**src/rtl/cubehash_seq_pkg.sv**
```systemverilog
// rtl/cubehash_seq_pkg.sv - shared types and constants for the CubeHash sequencer
// Contents: sequencer state enum, err_code values, default geometry constants.
package cubehash_seq_pkg;

  typedef enum logic [2:0] {
    S_IDLE,
    S_INIT,
    S_LOAD,
    S_FETCH,
    S_DONE,
    S_ERR
  } state_t;

  localparam logic [1:0] ERR_NONE    = 2'd0;
  localparam logic [1:0] ERR_TIMEOUT = 2'd1;
  localparam logic [1:0] ERR_LEN     = 2'd2;

  localparam int DEF_IOSIZE       = 16;
  localparam int DEF_BLOCK_WORDS  = 16;
  localparam int DEF_DIGEST_WORDS = 32;
  localparam int DEF_TIMEOUT      = 1024;

endpackage

```
**src/rtl/cubehash_seq_wdog.sv**
```systemverilog
// rtl/cubehash_seq_wdog.sv - handshake watchdog for core load/fetch strobes
// Ports:
//   clk, rst  : clock, synchronous active-high reset
//   strobe    : a core strobe (load or fetch) is asserted this cycle
//   ack       : core acknowledge
//   clr       : force the count back to zero
//   expired   : this cycle is the TIMEOUT-th consecutive unacknowledged strobe
module cubehash_seq_wdog #(
  parameter int TIMEOUT = 1024
) (
  input  logic clk,
  input  logic rst,
  input  logic strobe,
  input  logic ack,
  input  logic clr,
  output logic expired
);

  localparam int CW = $clog2(TIMEOUT) + 1;

  logic [CW-1:0] cnt;
  logic          waiting;

  assign waiting = strobe & ~ack;

  // Flagged combinationally on the TIMEOUT-th waiting cycle so the FSM
  // leaves on that same edge instead of holding the strobe one cycle longer.
  assign expired = waiting & (cnt == CW'(TIMEOUT - 1));

  // A dropped strobe (host stall, digest backpressure) restarts the count.
  always_ff @(posedge clk) begin
    if (rst || clr || !waiting) begin
      cnt <= '0;
    end else begin
      cnt <= cnt + CW'(1);
    end
  end

endmodule

```
**src/rtl/cubehash_seq.sv**
```systemverilog
// rtl/cubehash_seq.sv - sequencer driving one CubeHash core through init, load and fetch
// Ports:
//   clk, rst                                 : clock, synchronous active-high reset
//   start                                    : begin a hash (honoured in IDLE or ERR)
//   msg_valid/msg_data/msg_last/msg_ready    : host message word stream
//   dig_valid/dig_data/dig_last/dig_ready    : digest word stream to host
//   busy, done, err, err_code                : status
//   core_init/core_load/core_fetch/core_idata: strobes and data to the core
//   core_ack/core_odata                      : handshake and data from the core
module cubehash_seq
  import cubehash_seq_pkg::*;
#(
  parameter int IOSIZE       = DEF_IOSIZE,
  parameter int BLOCK_WORDS  = DEF_BLOCK_WORDS,
  parameter int DIGEST_WORDS = DEF_DIGEST_WORDS,
  parameter int TIMEOUT      = DEF_TIMEOUT
) (
  input  logic              clk,
  input  logic              rst,
  input  logic              start,
  input  logic              msg_valid,
  input  logic [IOSIZE-1:0] msg_data,
  input  logic              msg_last,
  output logic              msg_ready,
  output logic              dig_valid,
  output logic [IOSIZE-1:0] dig_data,
  output logic              dig_last,
  input  logic              dig_ready,
  output logic              busy,
  output logic              done,
  output logic              err,
  output logic [1:0]        err_code,
  output logic              core_init,
  output logic              core_load,
  output logic              core_fetch,
  output logic [IOSIZE-1:0] core_idata,
  input  logic              core_ack,
  input  logic [IOSIZE-1:0] core_odata
);

  localparam int WCW = $clog2(BLOCK_WORDS);
  localparam int DCW = $clog2(DIGEST_WORDS);

  state_t           state;
  state_t           state_nx;
  logic [WCW-1:0]   wcnt;
  logic [DCW-1:0]   dcnt;
  logic [1:0]       err_code_r;
  logic [1:0]       code_nx;
  logic             wd_expired;
  logic             load_xfer;
  logic             fetch_xfer;

  cubehash_seq_wdog #(
    .TIMEOUT (TIMEOUT)
  ) u_wdog (
    .clk     (clk),
    .rst     (rst),
    .strobe  (core_load | core_fetch),
    .ack     (core_ack),
    .clr     (state == S_INIT),
    .expired (wd_expired)
  );

  // Strobes and stream handshakes are combinational pass-throughs gated by
  // state, so the host and core see each other directly with no added latency.
  always_comb begin
    state_nx   = state;
    code_nx    = ERR_NONE;
    msg_ready  = 1'b0;
    dig_valid  = 1'b0;
    dig_data   = '0;
    dig_last   = 1'b0;
    core_init  = 1'b0;
    core_load  = 1'b0;
    core_fetch = 1'b0;
    core_idata = '0;
    load_xfer  = 1'b0;
    fetch_xfer = 1'b0;

    case (state)
      S_IDLE: begin
        if (start) state_nx = S_INIT;
      end

      S_INIT: begin
        core_init = 1'b1;
        state_nx  = S_LOAD;
      end

      S_LOAD: begin
        core_load  = msg_valid;
        core_idata = msg_data;
        msg_ready  = msg_valid & core_ack;
        load_xfer  = msg_ready;
        // A timeout needs ack low and a transfer needs ack high, so these
        // two branches never compete.
        if (wd_expired) begin
          state_nx = S_ERR;
          code_nx  = ERR_TIMEOUT;
        end else if (load_xfer && msg_last) begin
          if (wcnt == WCW'(BLOCK_WORDS - 1)) begin
            state_nx = S_FETCH;
          end else begin
            state_nx = S_ERR;
            code_nx  = ERR_LEN;
          end
        end
      end

      S_FETCH: begin
        core_fetch = dig_ready;
        dig_valid  = dig_ready & core_ack;
        dig_data   = core_odata;
        fetch_xfer = dig_valid;
        dig_last   = dig_valid & (dcnt == DCW'(DIGEST_WORDS - 1));
        if (wd_expired) begin
          state_nx = S_ERR;
          code_nx  = ERR_TIMEOUT;
        end else if (dig_last) begin
          state_nx = S_DONE;
        end
      end

      S_DONE: begin
        state_nx = S_IDLE;
      end

      S_ERR: begin
        if (start) state_nx = S_INIT;
      end

      default: begin
        state_nx = S_IDLE;
      end
    endcase
  end

  always_ff @(posedge clk) begin
    if (rst) begin
      state      <= S_IDLE;
      wcnt       <= '0;
      dcnt       <= '0;
      err_code_r <= ERR_NONE;
    end else begin
      state <= state_nx;

      if (state == S_INIT) begin
        wcnt <= '0;
        dcnt <= '0;
      end else begin
        if (load_xfer) begin
          wcnt <= (wcnt == WCW'(BLOCK_WORDS - 1)) ? '0 : wcnt + WCW'(1);
        end
        if (fetch_xfer) begin
          dcnt <= dcnt + DCW'(1);
        end
      end

      if (state_nx == S_ERR && state != S_ERR) begin
        err_code_r <= code_nx;
      end else if (state == S_ERR && start) begin
        err_code_r <= ERR_NONE;
      end
    end
  end

  assign busy     = (state != S_IDLE) && (state != S_ERR);
  assign done     = (state == S_DONE);
  assign err      = (state == S_ERR);
  assign err_code = err_code_r;

endmodule
```
**config.mk**
```make
export PLATFORM = sky130hd
export DESIGN_NAME = cubehash_seq
export DESIGN_NICKNAME = d
export VERILOG_FILES = /design/src/rtl/cubehash_seq_pkg.sv /design/src/rtl/cubehash_seq_wdog.sv /design/src/rtl/cubehash_seq.sv
export SDC_FILE = /design/constraint.sdc
export NUM_CORES = 1
export LEC_CHECK = 0
export ABC_AREA = 1
export BUFFER_PORTS_ARGS = -buffer_cell sky130_fd_sc_hd__buf_4
export CORE_UTILIZATION = 49
export DETAILED_ROUTE_END_ITERATION = 12
export GPL_TIMING_DRIVEN = 0
export PLACE_DENSITY_LB_ADDON = 0.2
export SLEW_MARGIN = 20
export SYNTH_ARGS = -nofsm -noshare
export SYNTH_HDL_FRONTEND = slang
export SYNTH_SLANG_ARGS = --single-unit
```
**constraint.sdc**
```tcl
create_clock -name clk -period 2.2 [get_ports clk]
set_input_delay 0.11 -clock clk [delete_from_list [all_inputs] [get_ports clk]]
set_output_delay 0.11 -clock clk [all_outputs]
set_load 0.05 [all_outputs]
```
## Word level (Yosys, flattened, before mapping)

Cells that the tools add are included.

| cells by class | value |
|---|---|
| add/subtract/negate cells | 3 |
| equal/unequal tests | 10 |
| muxes and demuxes | 23 |
| bitwise gates (word level) | 7 |
| reductions and logical operators | 12 |

Operators with widths:

| cell | count |
|---|---|
| 2-to-1 mux 16 bit | 2 |
| 2-to-1 mux 3 bit | 6 |
| case mux 3 bit (4 select lines) | 1 |
| adder 11 x 1 -> 11 bit, second input constant | 1 |
| equality test 11 x 10 -> 1 bit, second input constant | 1 |
| 2-to-1 mux 2 bit | 5 |
| equality test 3 bit, second input constant | 3 |
| 2-to-1 mux 1 bit | 7 |
| equality test 3 x 2 -> 1 bit, second input constant | 2 |
| adder 5 x 1 -> 5 bit, second input constant | 1 |
| AND 1 bit | 5 |
| equality test 5 bit, second input constant | 1 |
| adder 4 x 1 -> 4 bit, second input constant | 1 |
| equality test 4 bit, second input constant | 1 |
| logical AND 1 bit | 4 |
| 2-to-1 mux 4 bit | 1 |
| case mux 2 bit (2 select lines) | 1 |
| OR reduction 2 bit | 2 |
| equality test 3 x 1 -> 1 bit, second input constant | 1 |
| logical NOT 3 bit | 1 |
| inequality test 3 bit, second input constant | 1 |
| nonzero test 3 bit | 1 |
| logical OR 1 bit | 2 |
| nonzero test 2 bit | 1 |
| 3 further kinds | 3 |

| word-level totals | value |
|---|---|
| input bits | 39 |
| word-level logic and storage cells | 60 |
| register bits | 25 |
| output and inout bits | 43 |

## Logic depth before layout (Yosys ltp)

Gate-level depths: netlist of run 1.

| depth | value |
|---|---|
| depth after elaboration | 10 |
| depth in mapped cells | 12 |
| mapped depth without buffers | 12 |

## Cells and area by module

From an unflattened synthesis of run 1, not the netlist that was laid out.

| second synthesis, totals | value |
|---|---|
| cell total of the unflattened synthesis | 259 |
| area, all modules | 1661.6 µm² |

By module, submodules not included:

| module | seq. area each (µm²) | cells an instance | instances | area each (µm²) |
|---|---|---|---|---|
| cubehash_seq | 280.3 | 194 | 1 | 1154.9 |
| cubehash_seq_wdog | 220.2 | 65 | 1 | 506.7 |

## Worst setup path before layout of run 1

OpenSTA, ideal clock, no wires.

| timing path | value |
|---|---|
| path type | reg-to-reg |
| from | register state[0] |
| to | register u_wdog.cnt[7] |
| data required time | 2.085 ns |
| library setup time | 0.115 ns |
| buffers on the path | 2 |
| slack | 0.414 ns |
| cell stages (with the launch flop) | 10 |
| arrival | 1.672 ns |
| period minus slack after synthesis | 1.786 ns |
| path through | dfxtp_1 > buf_6 > nand2_1 > nor2_1 > inv_2 > nand2_2 > inv_2 > nand3_2 > buf_6 > nor2_1 |

| between the ends | value |
|---|---|
| word-level cells in the longest chain between the ends | 6 |
| elaborated cells on any way between the ends | 10 |
| those cells by class | eq/ne (3); mux (2); bitwise (2); reduce/logical (3) |

Ends and longest elaborated chain:

| item | line | source |
|---|---|---|
| start, declared | cubehash_seq.sv:44 | `state_t state;` |
| start signal, assigned | cubehash_seq.sv:146 | `state <= state_nx;` |
| equality test 3 x 2 -> 1 bit | cubehash_seq.sv:81 | `case (state)` |
| 2-to-1 mux 1 bit | cubehash_seq.sv:81 |  |
| bitwise OR 1 bit | cubehash_seq.sv:59 | `.strobe (core_load \| core_fetch),` |
| AND 1 bit | cubehash_seq_wdog.sv:24 | `assign waiting = strobe & ~ack;` |
| logical NOT 1 bit | cubehash_seq_wdog.sv:32 | `if (rst \|\| clr \|\| !waiting) begin` |
| logical OR 1 bit * | cubehash_seq_wdog.sv:32 |  |
| end signal, assigned | cubehash_seq_wdog.sv:35 | `cnt <= cnt + CW'(1);` |
| end, declared | cubehash_seq_wdog.sv:21 | `logic [CW-1:0] cnt;` |

Mark *: on every way between the ends. The rest lies on a longest branch, timed or not.
A chain may end at the register's enable or synchronous reset.

## Final worst setup path of run 1

| timing path | value |
|---|---|
| from | register state[1] |
| to | output port dig_data[8] |

| between the ends | value |
|---|---|
| word-level cells in the longest chain between the ends | 2 |

Ends and longest elaborated chain:

| item | line | source |
|---|---|---|
| equality test 3 x 2 -> 1 bit | cubehash_seq.sv:81 |  |
| 2-to-1 mux 16 bit | cubehash_seq.sv:81 |  |
| end, declared | cubehash_seq.sv:26 | `output logic [IOSIZE-1:0] dig_data,` |

No other way between the ends.

==> run_results.csv, run 1 <==
group,metric,value,unit
flow_run,drv_cap,0,
placed_design,routabilityCongestion,0.782,
detailed_routing,antenna_left,0,
run_status,status,"complete, no violations",
synthesis,syn_inst,239,
cts,clk_pin_slew,0.14,ns
cts,clock_latency,0.32,ns
global_route,grt_pass1_vias,1315,
detailed_routing,via_count,1647,
global_route,grt_max_degree,15,
final_layout,final_cell_count_no_fill,369,
pwr,p_per_area,506,nW/um2
timing,tns,0,ns
timing,grt_setup_unrepaired,"no",
cts,cts.htree.levels,1,
cts,cts_buffers,3,
synthesis,yosysWarnings,0,
synthesis,synth.distinct_cells,30,
detailed_routing,drt-initial-drc-count,65,
final_layout,n_antenna_cell,0,
synthesis,synth_area,1580,um2
timing,final-setup-viol-count,0,
global_route,grt_pass1_wl,5.61,mm
pwr,peakVddDrop,0.000389,V
timing,fmax,541,MHz
final_layout,final_cell_area,2280,um2
setup_path,cp.arrival,1.74,ns
setup_path,required,2.09,ns
timing,whs,0.116,ns
detailed_routing,wl,3.70,mm
timing,finalCritPeriodShare,0.840,
placed_design,placed_cells,364,
floorplan,core_area,3050,um2
timing,clock_skew,0.00679,ns
global_route,grt_overflow,0,
detailed_routing,avgViaCountPerCell,4.46,
setup_path,cp-end-kind,"output pin",
setup_path,crit_type,"reg2out",
global_route,grt_usage,0.211,
synthesis,yosys-top-cells-area,"dfxtp_1 32%, inv_1 12%, nor2_1 12%, nand2_1 7.6%, a21oi_1 4.4%",
floorplan,die_y,58.7,um
final_layout,drive_above_1_share,0.357,
synthesis,ys_seq_area_frac,0.317,
detailed_routing,first_pass_iters,5,
setup_path,startpoint_type,"register",
floorplan,io_pins,82,
placed_design,hpwl,3.01,mm
synthesis,yosysTopAreaCell,"dfxtp_1",
pwr,power,1.15,mW
timing,worst_slew_pin_slew,0.376,ns
floorplan,initial_utilization,0.516,
setup_path,crit_fanout,10,
final_layout,fin_util,0.746,
timing,fin_crit,1.85,ns
cts,cts.repair.resized,0,
synthesis,synth.avg_cell_area,6.60,um2
floorplan,die_w,58.7,um
cts,cts-root-buf,"clkbuf_4",
min_path,worstHoldPathType,"in2reg",
final_layout,nets,369,
synthesis,synth_fp_nets,282,
detailed_routing,drc_errors,0,
cts,cts_sinks,25,
floorplan,row_count,20,
synthesis,synth_seq_cells,25,
timing,maxSlewHeadroom,0.749,
final_layout,fill_cells,263,
placed_design,place_area,2240,um2
placed_design,dp_slack,0.510,ns
floorplan,dieArea,3450,um2
pwr,leakagePower,1.24,nW
cts,cts_tree,"done",
final_layout,syn2layout_area_growth,44.4,%
timing,hold_violations,0,
timing,slew_violations,0,
placed_design,port_buffers,81,
detailed_routing,wire_per_inst,10.0,um
timing,worst_slack,0.351,ns
global_route,grt_antenna_before_repair,0,
cts,cts.path.max_buffers,2,
synthesis,synth_top_area_frac,0.317,
==> path summary, 6_finish.rpt <==
check                        from                       end  slack [ns]  cells after the start
min reg2reg  dcnt[2]$_SDFFE_PP0P_      dcnt[2]$_SDFFE_PP0P_        0.48                      2
max           state[1]$_SDFF_PP0_               dig_data[8]        0.35                      6
max reg2reg  dcnt[0]$_SDFFE_PP0P_  err_code[0]$_SDFFE_PP0P_        0.49                     12
min                         start  err_code[1]$_SDFFE_PP0P_        0.12                      4
==> synthesized netlist by cell type, drive strengths merged <==
master and number:
nand3b 1, and2 1, xnor2 3, a211oi 2
nor3 3, ha 4, xor2 2, buf 3
a21oi 17, dfxtp 25, nand4 5, clkbuf 1
or2 1, nand2 36, o21ai 8, inv 59
nand3 10, nor2 58
==> state kept, by name, indices dropped and copies added (netlist names) <==
name / count
err_code: 2
dcnt: 5
wcnt: 4
state: 3
u_wdog.cnt: 11
==> layer usage <==
| metal | vias up | global-route usage | share of wire |
|---|---|---|---|
| li1 | 889 | - | - |
| met1 | 701 | 0.242 | 0.43 |
| met2 | 52 | 0.386 | 0.48 |
| met3 | 5 | 0.0418 | 0.079 |
| met4 | 0 | 0.0714 | 0.011 |
| met5 | - | 0 | 0 |
==> cell families after synthesis <==
family          synth area share
simple gates               0.365
xor+xnor                  0.0278
buf+inv                    0.162
fa+ha+maj                 0.0317
flops                      0.317
compound gates            0.0960
==> area by class of cell <==
type / count / area [um2] / share of cell area
clock inverters: 1 / 5.00 / 0.00220
multi-input cells: 151 / 821 / 0.360
inverters: 59 / 224 / 0.0984
repair buffers: 82 / 618 / 0.271
clock buffers: 3 / 22.5 / 0.00989
well taps: 44 / 55.1 / 0.0242
plain buffers: 4 / 31.3 / 0.0137
flip-flops and latches: 25 / 500 / 0.220
==> layout by cell type, fill, tap and decap left out, types with 2 or more instances in the layout <==
master / n
a211oi_1: 2
nand2_1: 32
nor2_4: 3
nor2_2: 3
inv_2: 6
inv_1: 52
buf_4: 81
nand2_2: 4
nand3_2: 2
o21ai_0: 8
a21oi_1: 14
nand3_1: 7
a21oi_2: 3
xnor2_1: 3
nor2_8: 2
ha_1: 4
clkbuf_4: 3
nor2_1: 50
nand4_1: 4
nor3_1: 2
dfxtp_1: 25
buf_6: 2
xor2_1: 2
==> where the power goes <==
group | internal (mW) | total [mW] | switching [mW]
sequential | 0.462 | 0.473 | 0.0109
combinational | 0.156 | 0.471 | 0.314
clock | 0.0682 | 0.209 | 0.141
total | 0.687 | 1.15 | 0.466
==> worst max-delay path: stages (launching register included) <==
cell	delay (ns)
dfxtp_1	0.49
nand2_2	0.10
nor2_4	0.14
inv_2	0.12
clkbuf_1	0.22
nor2_1	0.13
buf_4	0.21
==> what timing repair did <==
item                       in CTS  in global routing
hold endpoints to repair        5                  0
buffers inserted                0                  0
hold buffers                    1                  0
setup endpoints to repair       0                  0
No activity file was read; power rests on OpenSTA's default activity.
==> run 2: changes to the inputs <==
--- a/config.mk
+++ b/config.mk
@@ -5,9 +5,9 @@
 export SDC_FILE = /design/constraint.sdc
 export NUM_CORES = 1
 export LEC_CHECK = 0
-export ABC_AREA = 1
+export ABC_AREA = 0
 export BUFFER_PORTS_ARGS = -buffer_cell sky130_fd_sc_hd__buf_4
-export CORE_UTILIZATION = 49
+export CORE_UTILIZATION = 44
 export DETAILED_ROUTE_END_ITERATION = 12
 export GPL_TIMING_DRIVEN = 0
 export PLACE_DENSITY_LB_ADDON = 0.2
==> constraint.sdc (replaced) <==
create_clock -name clk -period 1.9 [get_ports clk]
set_input_delay 0.095 -clock clk [delete_from_list [all_inputs] [get_ports clk]]
set_output_delay 0.095 -clock clk [all_outputs]
set_load 0.05 [all_outputs]
==> run_results.csv, run 2 <==
group,metric,value,unit
detailed_routing,drc_errors,0,
timing,finalCritPeriodShare,0.931,
pwr,p_per_area,513,nW/um2
setup_path,cp.arrival,1.67,ns
cts,postCtsSetupRepairBufs,0,
detailed_routing,avgViaCountPerCell,4.86,
detailed_routing,first_pass_iters,4,
timing,worst_slew_pin_slew,0.346,ns
setup_path,cp-end-kind,"output pin",
cts,clock_latency,0.34,ns
synthesis,yosysTopAreaCell,"dfxtp_1",
flow_run,drv_cap,0,
final_layout,syn2layout_area_growth,46.7,%
cts,cts_tree,"done",
timing,slew_violations,0,
final_layout,nets,311,
cts,cts.htree.levels,1,
final_layout,n_antenna_cell,0,
pwr,peakVddDrop,0.000444,V
timing,fmax,565,MHz
timing,hold_violations,0,
min_path,min-delay-start,"start",
timing,maxSlewHeadroom,0.769,
final_layout,fin_util,0.706,
final_layout,fill_cells,289,
global_route,grt_pass1_vias,1361,
synthesis,yosysMostFrequentCell,"and2_1",
setup_path,r2r_start,"dcnt[0]$_SDFFE_PP0P_",
synthesis,yosys-top-cells-area,"dfxtp_1 33%, and2_1 14%, nor2_1 5.7%, xnor2_1 4.0%, xor2_1 3.5%",
final_layout,layout_common_cells,"82 x buf_4, 35 x and2_1, 23 x nor2_1",
min_path,worstHoldPathType,"in2reg",
synthesis,synth.avg_cell_area,8.29,um2
synthesis,synth_seq_cells,25,
final_layout,final_common_cell,"buf_4",
placed_design,dp_slack,0.166,ns
global_route,grt_usage,0.214,
placed_design,routabilityCongestion,0.730,
detailed_routing,antenna_left,0,
global_route,grt_pass1_wl,5.93,mm
synthesis,synth_fp_nets,226,
synthesis,synth_edf_count,0,
detailed_routing,via_count,1510,
timing,worst_slack,0.130,ns
cts,cts-root-buf,"clkbuf_4",
synthesis,synth.distinct_cells,40,
synthesis,yosys-top-cells-count,"35 x and2_1, 25 x dfxtp_1, 23 x nor2_1, 10 x nand2_1, 10 x nand3_1",
setup_path,rrSetupSlack,0.25,ns
setup_path,crit_fanout,4,
floorplan,dieArea,3690,um2
setup_path,r2r_end,"err_code[1]$_SDFFE_PP0P_",
floorplan,core_area,3150,um2
timing,fin_crit,1.77,ns
floorplan,die_y,60.7,um
synthesis,synth_top_area_frac,0.330,
floorplan,io_pins,82,
min_path,hold_end,"err_code[1]$_SDFFE_PP0P_",
synthesis,yosysWarnings,0,
cts,cts_sinks,25,
final_layout,regMostFlops,"u_wdog.cnt",
synthesis,syn_inst,183,
synthesis,async_flop_share,0,
final_layout,reg.largest.list,"u_wdog.cnt: 11 flops, dcnt: 5 flops, wcnt: 4 flops",
setup_path,r2r.worst_path.cells,7,
pwr,leakagePower,1.04,nW
timing,final-setup-viol-count,0,
setup_path,required,1.80,ns
synthesis,synth_flop_cell,"dfxtp_1",
placed_design,port_buffers,81,
placed_design,place_area,2180,um2
global_route,grt_antenna_before_repair,0,
final_layout,largest_reg_flops,11,
floorplan,die_w,60.7,um
global_route,grt_overflow,0,
min_path,min_path_cells,4,
timing,clock_skew,0.0134,ns
setup_path,startpoint_type,"register",
floorplan,row_count,20,
floorplan,initial_utilization,0.481,
cts,cts_buffers,3,
cts,clk_pin_slew,0.15,ns
detailed_routing,wl,3.77,mm
global_route,grt_max_degree,20,
run_status,status,"complete, no violations",
detailed_routing,drt-initial-drc-count,44,
setup_path,crit_type,"reg2out",
final_layout,final_cell_area,2230,um2
detailed_routing,wire_per_inst,12.1,um
synthesis,ys_seq_area_frac,0.330,
final_layout,drive_above_1_share,0.382,
placed_design,hpwl,3.00,mm
cts,cts.path.max_buffers,2,
synthesis,synth_area,1520,um2
-- run 2: cell count changes after synthesis, sizes merged, moves of 4 or more --
cell / change
xnor2: +4
a21oi: -14
and3: +5
inv: -53
nand2: -26
o21ai: -6
xor2: +4
and2: +34
mux2i: +5
nor2: -34
-- run 2: where the power goes --
group / leakage [nW] / switching (mW) / internal, mW
Clock: 0.0139 / 0.174 / 0.0807
Combinational: 0.823 / 0.208 / 0.140
Sequential: 0.203 / 0.00771 / 0.531
-- run 2: metal layers --
metal,global-route usage,part of all wire,vias up
li1,-,-,780
met1,0.250,0.42,670
met2,0.399,0.49,58
met3,0.0533,0.083,2
met4,0.0325,0.0032,0
met5,0,0,-
-- run 2: kinds of logic after synthesis --
family | share of synthesized area
flops | 0.330
buf+inv | 0.0478
mux | 0.0330
compound gates | 0.0915
fa+ha+maj | 0.0330
xor+xnor | 0.0750
simple gates | 0.390
-- run 2: repair_timing --
action                                  4_1_cts  5_1_grt
endpoints found under the setup margin       20       35
endpoints found under the hold margin         1        0
hold buffers                                  1        0
resized for setup                             1        8
-- run 2: worst max-delay path by stage --
stage                                    start             end  slack [ns]  cells after the start
after global routing       state[0]$_SDFF_PP0_      core_fetch     -0.0007                      5
final                     dcnt[0]$_SDFFE_PP0P_        dig_last        0.13                      6
after global placement     state[0]$_SDFF_PP0_     dig_data[7]        0.20                      6
after CTS                  state[0]$_SDFF_PP0_      core_fetch        0.02                      5
after detailed placement   state[1]$_SDFF_PP0_  core_idata[14]        0.17                      5
after floorplan            state[2]$_SDFF_PP0_            done        0.18                      2
-- run 2: per-stage QoR --
stage	hold slack, ns	TNS (ns)	instances	total power [mW]
floorplan	0.164	0	183	0.760
global placement	0.277	0	308	0.892
detailed placement	0.284	0	308	0.896
CTS	0.0793	0	311	1.14
global route	0.0913	-0.000715	311	1.19
finish	0.0824	0	311	1.14
-- run 2: cell type report --
class | instances | area, um2 | share of cell area
Clock buffer | 3 | 22.5 | 0.0101
Inverter | 6 | 22.5 | 0.0101
Tap cell | 44 | 55.1 | 0.0247
Timing Repair Buffer | 82 | 618 | 0.278
Buffer | 6 | 51.3 | 0.0230
Clock inverter | 1 | 7.51 | 0.00337
Multi-Input combinational cell | 144 | 946 | 0.425
Sequential cell | 25 | 504 | 0.226
-- run 2: worst max-delay path: stages, from the launching register on --
cell and delay [ns]:
dfxtp_2 0.38, ha_1 0.16, and3_1 0.16, ha_1 0.15
nand3_1 0.15, nor2_1 0.12, buf_4 0.20
==> run 3: changes to the inputs <==
--- a/config.mk
+++ b/config.mk
@@ -7,7 +7,10 @@
 export LEC_CHECK = 0
 export ABC_AREA = 0
 export BUFFER_PORTS_ARGS = -buffer_cell sky130_fd_sc_hd__buf_4
-export CORE_UTILIZATION = 44
+export CELL_PAD_IN_SITES_DETAIL_PLACEMENT = 1
+export CELL_PAD_IN_SITES_GLOBAL_PLACEMENT = 1
+export CORE_UTILIZATION = 31
+export CTS_CLUSTER_DIAMETER = 120
 export DETAILED_ROUTE_END_ITERATION = 12
 export GPL_TIMING_DRIVEN = 0
 export PLACE_DENSITY_LB_ADDON = 0.2
==> run_results.csv, run 3 (same netlist as run 2, synthesis figures left out) <==
group,metric,value,unit
run_status,status,"complete, no violations",
detailed_routing,wire_per_inst,12.8,um
flow_run,drv_cap,0,
global_route,grt_overflow,0,
timing,whs,0.170,ns
timing,slew_violations,0,
pwr,leakagePower,1.04,nW
floorplan,die_y,72.0,um
cts,postCtsSetupRepairBufs,0,
global_route,grt_pass1_vias,1534,
global_route,grt_usage,0.172,
setup_path,cp-end-kind,"output pin",
final_layout,layout_common_cells,"81 x buf_4, 35 x and2_1, 24 x dfxtp_1",
cts,clock_latency,0.27,ns
setup_path,required,1.80,ns
final_layout,n_antenna_cell,0,
final_layout,nets,311,
timing,hold_violations,0,
cts,cts_tree,"done",
final_layout,largest_reg_flops,11,
pwr,p_per_area,534,nW/um2
detailed_routing,drc_errors,0,
placed_design,port_buffers,81,
final_layout,seqCellArea,502,um2
cts,cts-root-buf,"clkbuf_8",
detailed_routing,drt-initial-drc-count,54,
floorplan,row_count,25,
placed_design,hpwl,3.38,mm
detailed_routing,first_pass_iters,4,
final_layout,final_common_cell,"buf_4",
timing,fmax,569,MHz
final_layout,syn2layout_area_growth,49.8,%
timing,tns,0,ns
timing,fin_crit,1.76,ns
floorplan,initial_utilization,0.321,
timing,maxSlewHeadroom,0.774,
detailed_routing,avgViaCountPerCell,4.60,
final_layout,fin_util,0.481,
detailed_routing,wl,4.29,mm
final_layout,drive_above_1_share,0.378,
timing,finalCritPeriodShare,0.925,
timing,grt_setup_unrepaired,"no",
timing,final-setup-viol-count,0,
floorplan,dieArea,5180,um2
timing,worst_slack,0.142,ns
cts,cts_buffers,3,
cts,cts.path.max_buffers,2,
min_path,worstHoldPathType,"in2reg",
final_layout,fill_cells,585,
cts,cts.htree.levels,1,
detailed_routing,antenna_left,0,
final_layout,regMostFlops,"u_wdog.cnt",
setup_path,crit_fanout,19,
setup_path,cp.arrival,1.66,ns
final_layout,multi_input_area,951,um2
floorplan,die_w,72.0,um
timing,clock_skew,0.00163,ns
setup_path,crit_type,"reg2out",
cts,cts_sinks,25,
pwr,peakVddDrop,0.000291,V
final_layout,final_cell_area,2270,um2
floorplan,io_pins,82,
global_route,grt_max_degree,20,
placed_design,dp_slack,0.109,ns
timing,worst_slew_pin_slew,0.338,ns
final_layout,reg.largest.list,"u_wdog.cnt: 11 flops, dcnt: 5 flops, wcnt: 4 flops",
placed_design,routabilityCongestion,0.724,
detailed_routing,via_count,1536,
global_route,grt_antenna_before_repair,0,
cts,clk_pin_slew,0.09,ns
placed_design,place_area,2210,um2
global_route,grt_pass1_wl,7.09,mm
setup_path,startpoint_type,"register",
floorplan,core_area,4720,um2
setup_path,rrSetupSlack,0.21,ns
[run 3: through the flow]
stage	cells	total power, mW
after global placement	331	0.896
after detailed placement	331	0.901
after CTS	334	1.23
after global routing	334	1.27
after floorplan	183	0.760
final	334	1.21
[run 3: cell type report]
class / count / share of cell area
multi-input cells: 144 / 0.418
repair buffers: 82 / 0.272
flip-flops and latches: 25 / 0.221
well taps: 67 / 0.0369
plain buffers: 6 / 0.0209
clock buffers: 3 / 0.0182
inverters: 6 / 0.00991
clock inverters: 1 / 0.00330
[run 3: worst paths after layout]
path | startpoint | end | depth (start not counted)
worst max register to register | dcnt[0]$_SDFFE_PP0P_ | err_code[1]$_SDFFE_PP0P_ | 7
worst min-delay path | start | err_code[1]$_SDFFE_PP0P_ | 4
worst min register to register | u_wdog.cnt[0]$_SDFF_PP0_ | u_wdog.cnt[0]$_SDFF_PP0_ | 1
worst max-delay path | state[0]$_SDFF_PP0_ | dig_data[12] | 5
[run 3: worst max-delay path, cell delays in order, from the launching register on]
cell and delay (ns):
dfxtp_1 0.31, buf_2 0.22, and3b_2 0.27, clkbuf_4 0.24, and2_1 0.16, buf_4 0.19
[run 3: what timing repair did]
action / in CTS / in global routing
gates resized for setup: 0 / 5
hold endpoints to repair: 1 / 0
endpoints found under the setup margin: 20 / 35
pin swaps: 0 / 0
gates cloned: 0 / 0
hold buffers: 1 / 0
[run 3: routing by layer]
layer,vias up,wire length (um),GRT usage
met2,48,2120,0.304
met5,-,0,0
met3,5,240,0.0264
met4,0,42,0.0588
li1,781,-,-
met1,702,1880,0.215
[run 3: power by group]
| part | internal, mW | switching [mW] | total (mW) | leakage (nW) |
|---|---|---|---|---|
| Sequential | 0.530 | 0.00804 | 0.539 | 0.202 |
| Combinational | 0.138 | 0.213 | 0.351 | 0.821 |
| Clock | 0.149 | 0.176 | 0.325 | 0.0217 |
